File: src/rtl/segment_write_arbiter.sv
// segment_write_arbiter
// Shares the seven-segment display between two Avalon-style writers.
// Grants are round-robin. Each accepted value is held for at least
// HOLD_CYCLES cycles. Values above 9999 are clamped to 9999.
//
// Ports:
//   clk, reset                    clock; asynchronous active-high reset
//   a_write, a_write_data         requester A write request and value
//   a_waitrequest                 high while A's write is not accepted (combinational)
//   b_write, b_write_data         requester B write request and value
//   b_waitrequest                 high while B's write is not accepted (combinational)
//   seg_write                     one-cycle write strobe to segment_avalon
//   seg_write_data                displayed value, always <= 9999
//   seg_sat                       pulses with seg_write when the value was clamped
//   owner                         source of the current value (0 = A, 1 = B)
//   busy                          high while the dwell is in progress
module segment_write_arbiter #(
    parameter int unsigned HOLD_CYCLES = 50000
) (
    input  logic        clk,
    input  logic        reset,
    input  logic        a_write,
    input  logic [15:0] a_write_data,
    output logic        a_waitrequest,
    input  logic        b_write,
    input  logic [15:0] b_write_data,
    output logic        b_waitrequest,
    output logic        seg_write,
    output logic [15:0] seg_write_data,
    output logic        seg_sat,
    output logic        owner,
    output logic        busy
);

    localparam int unsigned CNT_W   = $clog2(HOLD_CYCLES + 1);
    localparam int unsigned DATA_W  = 16;
    localparam logic [DATA_W-1:0] MAX_VAL = DATA_W'(9999);

    typedef enum logic {
        IDLE = 1'b0,
        HOLD = 1'b1
    } state_t;

    state_t             state, state_d;
    logic [CNT_W-1:0]   cnt, cnt_d;
    logic               last, last_d;
    logic               grant_a, grant_b, accept;
    logic [DATA_W-1:0]  sel_data, sat_data, seg_data_d;
    logic               over, owner_d, seg_write_d, seg_sat_d;

    // Round-robin grant: a tie goes to the requester that was not served last.
    always_comb begin
        grant_a = 1'b0;
        grant_b = 1'b0;
        if (!reset && state == IDLE) begin
            grant_a = a_write && (!b_write || last);
            grant_b = b_write && (!a_write || !last);
        end
    end

    assign accept        = grant_a || grant_b;
    assign a_waitrequest = !grant_a;
    assign b_waitrequest = !grant_b;

    // Saturate the granted value to the displayable range.
    assign sel_data = grant_b ? b_write_data : a_write_data;
    assign over     = sel_data > MAX_VAL;
    assign sat_data = over ? MAX_VAL : sel_data;

    // Next-state and registered-output logic.
    always_comb begin
        state_d     = state;
        cnt_d       = cnt;
        last_d      = last;
        owner_d     = owner;
        seg_data_d  = seg_write_data;
        seg_write_d = 1'b0;
        seg_sat_d   = 1'b0;
        case (state)
            IDLE: begin
                if (accept) begin
                    state_d     = HOLD;
                    cnt_d       = CNT_W'(HOLD_CYCLES - 1);
                    last_d      = grant_b;
                    owner_d     = grant_b;
                    seg_data_d  = sat_data;
                    seg_write_d = 1'b1;
                    seg_sat_d   = over;
                end
            end
            HOLD: begin
                if (cnt == '0) begin
                    state_d = IDLE;
                end else begin
                    cnt_d = cnt - CNT_W'(1);
                end
            end
            default: state_d = IDLE;
        endcase
    end

    // State and output registers; last resets to B so A wins the first tie.
    always_ff @(posedge clk or posedge reset) begin
        if (reset) begin
            state          <= IDLE;
            cnt            <= '0;
            last           <= 1'b1;
            owner          <= 1'b0;
            seg_write_data <= '0;
            seg_write      <= 1'b0;
            seg_sat        <= 1'b0;
        end else begin
            state          <= state_d;
            cnt            <= cnt_d;
            last           <= last_d;
            owner          <= owner_d;
            seg_write_data <= seg_data_d;
            seg_write      <= seg_write_d;
            seg_sat        <= seg_sat_d;
        end
    end

    assign busy = (state == HOLD);

endmodule

File: config.mk
export PLATFORM = sky130hd
export DESIGN_NAME = segment_write_arbiter
export DESIGN_NICKNAME = d
export VERILOG_FILES = /design/src/rtl/segment_write_arbiter.sv
export SDC_FILE = /design/constraint.sdc
export NUM_CORES = 1
export LEC_CHECK = 0
export CORE_AREA = 3 3 73 75
export DETAILED_ROUTE_END_ITERATION = 6
export DIE_AREA = 0 0 76 78
export MAX_ROUTING_LAYER = met4
export PLACE_DENSITY_LB_ADDON = 0.2
export SYNTH_ARGS = -nofsm -noshare
export SYNTH_HDL_FRONTEND = slang
export SYNTH_SLANG_ARGS = --single-unit
File: constraint.sdc
create_clock -name clk -period 2.3 [get_ports clk]
set_input_delay 0.46 -clock clk [delete_from_list [all_inputs] [get_ports clk]]
set_output_delay 0.46 -clock clk [all_outputs]
set_load 0.01 [all_outputs]
# Yosys cells after proc, flatten, opt, wreduce, memory -nomap -nowiden

Cells that the tools add are included.

Input port bits: 36
Flip-flop bits (word level): 37

Multiplexer cells: 13
Add/subtract/negate cells: 1
Bitwise gates (word level): 1
Equality and inequality tests: 2
$lt $le $gt $ge: 1
Reduce and logical (&&, ||, !) cells: 15

Operator list:

| operator                                                        | number |
|---|---|
| 2-to-1 mux 16 bit                                               | 4 |
| case mux 16 bit (2 select lines)                                | 1 |
| greater-than comparator 16 x 14 -> 1 bit, second input constant | 1 |
| zero test 16 bit                                                | 1 |
| subtractor 16 x 1 -> 16 bit, second input constant              | 1 |
| 2-to-1 mux 1 bit                                                | 7 |
| zero test 1 bit                                                 | 6 |
| != test 2 bit, second input constant                            | 2 |
| AND reduction 2 bit                                             | 2 |
| logical AND 1 bit                                               | 3 |
| logical OR 1 bit                                                | 3 |
| case mux 1 bit (2 select lines)                                 | 1 |
| NOT 1 bit                                                       | 1 |

# Depth between registers and ports, before layout

Depth in word-level cells: 8
Depth in mapped cells: 8
Depth with buffers taken out: 6

# Worst setup path before layout

OpenSTA, ideal clock, no wires.

Path type: flip-flop to flip-flop
Start point: reg cnt[12]
End point: reg cnt[3]
Data required time: 2177 ps
Data arrival time: 2003 ps
Setup slack: 174 ps
Stages on the path, launching flop included: 6
Library setup time: 123 ps
Cells stage by stage: dfrtp_1 -> or4_4 -> or3_4 -> o21a_2 -> or2_4 -> o221a_1

Word-level cells in the longest chain between the ends: 3

Ends and longest elaborated chain:

| item                          | RTL line | text |
|---|---|---|
| start, declared               | 45       | `logic [CNT_W-1:0] cnt, cnt_d;` |
| start signal, assigned        | 114      | `cnt <= cnt_d;` |
| zero test 16 bit              | 92       | `if (cnt == '0) begin` |
| != test 2 bit (no line)       | --       |  |
| AND reduction 2 bit (no line) | --       |  |

Every way passes these cells.
A chain may end at the register's enable or synchronous reset.

# Worst setup path in the final report

Start point: in reset
End point: out a_waitrequest

Word-level cells in the longest chain between the ends: 4

Ends and longest elaborated chain:

| item                      | RTL line | text |
|---|---|---|
| start, declared           | 21       | `input logic reset,` |
| zero test 1 bit (no line) | --       |  |
| logical AND 1 bit         | 55       | `if (!reset && state == IDLE) begin` |
| 2-to-1 mux 1 bit          | 55       |  |
| zero test 1 bit           | 62       | `assign a_waitrequest = !grant_a;` |
| end, declared             | 24       | `output logic a_waitrequest,` |

Every way passes these cells.

==> metrics.yaml <==
whs_ps: 479
postCtsHoldBufs: 0
drv_slew: 0
slew_headroom: 0.642
fin_area_um2: 2880
htreeDepth: 2
tightest_slew_ps: 523
core_um2: 4720
clockBufferDepth: 2
synth_largest_area_cell: "dfrtp_1"
final_layout_size_suffix_gt1_frac: 0.201
n_antenna_cell: 0
vias: 1745
fmax_mhz: 448
routedWlPerCell_um: 14.1
period_share: 0.971
final_cell_mix: "clkdlybuf4s50_1 (57), dfrtp_1 (36), buf_4 (26)"
row_count: 25
worstHoldPathType: "flip-flop to flip-flop"
min_period_ps: 2230
clkTransAtPathRegs_ps: 70
gr-usage-all-layers: 0.171
synth_area_leaders: "dfrtp_1 (46%), mux2i_1 (7.2%), nor2_1 (4.8%)"
ir_worst_vdd_mv: 0.464
place.gp.congestion: 0.809
placed_area_um2: 2750
worstSetupPathType: "input port to output pin"
pre_cts_slack_ps: -115
port_buffers: 57
finalWorstSetupSlack_ps: 66.4
cts_buffers: 5
dpl.hpwl_mm: 3.60
ys_seq_elements: 37
clock-root-buffer: "clkbuf_8"
busiest_layer: "met2"
grt_max_degree: 36
cts.sinks: 37
grt_pass1_vias: 1770
critical_path_required_ps: 1840
nNetsFinal: 309
netlist.area_leader.share: 0.461
cp-start-kind: "input port"
maxCapViolCount: 0
dieArea_um2: 5930
powerDensity_nw_per_um2: 800
tritoncts: "built"
drt-pass1-iter-count: 4
synth_area_per_cell_um2: 10.3
grt_use_met3: 0.0418
cp.arrival_ps: 1770
synth-warning-count: 0
start_util: 0.414
p_leak_nw: 1.23
grt.overflow.total: 0
syn_to_final_growth_pct: 47.1
yosysUniqueCellTypes: 50
syn_nets: 227
crit_path_end_kind: "output pin"
drc: 0
wl_mm: 4.79
ioPinCount: 58
hold_viol: 0
antenna_found_initial: 0
r2r_cells: 5
grtUsageMet2: 0.262
syn_area_um2: 1960
crit_fanout: 3
drtAntennaViolNets: 0
hold_depth: 2
yosysSeqAreaShare: 0.474
viasPerCell: 5.13
netlist_instances: 190
drtIter0Drc: 100
mostFrequentLayoutCell: "clkdlybuf4s50_1"
clock-skew-final_ps: 8.70
clkLatencyLatePin_ps: 290
status: "complete, no violations"
finalSetupViolations: 0
die_h_um: 78
grt_pass1_wl_mm: 8.00
rsz0062_at_grt: "no"
die-width_um: 76
grtUsageMet1: 0.223
==> cells in the mapped netlist, drive strengths merged <==
library cell and n:
clkbuf 4, a2111oi 3, xnor2 4, nand2 11, nand2b 2, ha 1, nand3 3, mux2 4
or4 5, nor3 6, inv 4, and2 3, or2 2, nor3b 1, nor4b 1, xor2 2
a311o 1, nor2 25, o31ai 3, dfstp 1, a211o 4, o2111a 1, a211oi 8, a22o 1
nand4b 2, o21ba 1, a21oi 9, o221a 2, buf 4, o21a 1, o2111ai 1, nand4 2
dfrtp 36, and4bb 1, or3 4, o21ai 5, nor4 3, a31oi 3, mux2i 14, and3 2
==> state kept, by name (all words and copies together), names as in the netlist <==
name,cells
seg_write,1
busy,1
seg_write_data,16
seg_sat,1
cnt,16
last,1
owner,1
==> report_power, final <==
group          switching [mW]  total [mW]  leakage [nW]  internal, mW
Sequential              0.165        1.02         0.431         0.854
Clock                   0.243       0.486        0.0512         0.243
Combinational           0.329       0.797         0.746         0.468
==> routing by layer <==
| metal | wire length [µm] | part of all wire |
|---|---|---|
| met3 | 217 | 0.045 |
| met4 | 44 | 0.0092 |
| met2 | 2190 | 0.46 |
| met5 | 0 | 0 |
| met1 | 2340 | 0.49 |
==> worst max-delay path: stages <==
cell             delay, ps
clkdlybuf4s50_1        430
buf_4                  160
nor2_2                 130
nand3_1                110
clkdlybuf4s50_1        490
==> final timing paths <==
| check | from | to | slack, ps |
|---|---|---|---|
| min in group asynchronous | reset | owner | 520 |
| max reg2reg | cnt[12] | cnt[3] | 120 |
| max | reset | a_waitrequest | 70 |
| max in group asynchronous | reset | seg_write_data[12] | 1150 |
| min | seg_write_data[13] | seg_write_data[13] | 480 |
| min reg2reg | seg_write_data[13] | seg_write_data[13] | 480 |
==> metrics by stage <==
step | power (mW) | setup TNS (ps) | utilization | instances
after floorplan | 1.39 | 0 | - | 190
after global routing | 2.46 | 0 | 0.609 | 340
final | 2.30 | 0 | 0.609 | 340
after CTS | 2.33 | 0 | 0.604 | 338
after detailed placement | 1.83 | -989 | 0.582 | 329
after global placement | 1.82 | -441 | 0.582 | 329
==> cell families (layout without fill, tap and decap cells) <==
logic type	after synthesis	count (layout)	share of synthesized area
AND/OR/NAND/NOR	73	73	0.204
AO/OA/AOI/OAI	43	43	0.169
flip-flops	37	37	0.474
multiplexers	18	18	0.0947
buffers and inverters	12	95	0.0249
XOR/XNOR	6	6	0.0269
adder cells (fa/ha/maj)	1	1	0.00640
==> cell type report <==
type	instances	area [µm²]
clock buffer	6	82.6
clock inverter	2	13.8
fill	413	1850
inverter	4	15.0
multi-input combinational	141	988
sequential	37	927
tap	67	83.8
timing repair buffer	83	766
==> what timing repair did <==
item / in CTS / in global routing
cloned: 0 / 0
pin swaps: 1 / 1
buffers inserted: 1 / 2
setup endpoints to repair: 1 / 4
gates resized for setup: 0 / 3
Note: power is estimated with default switching activity, not from simulation.
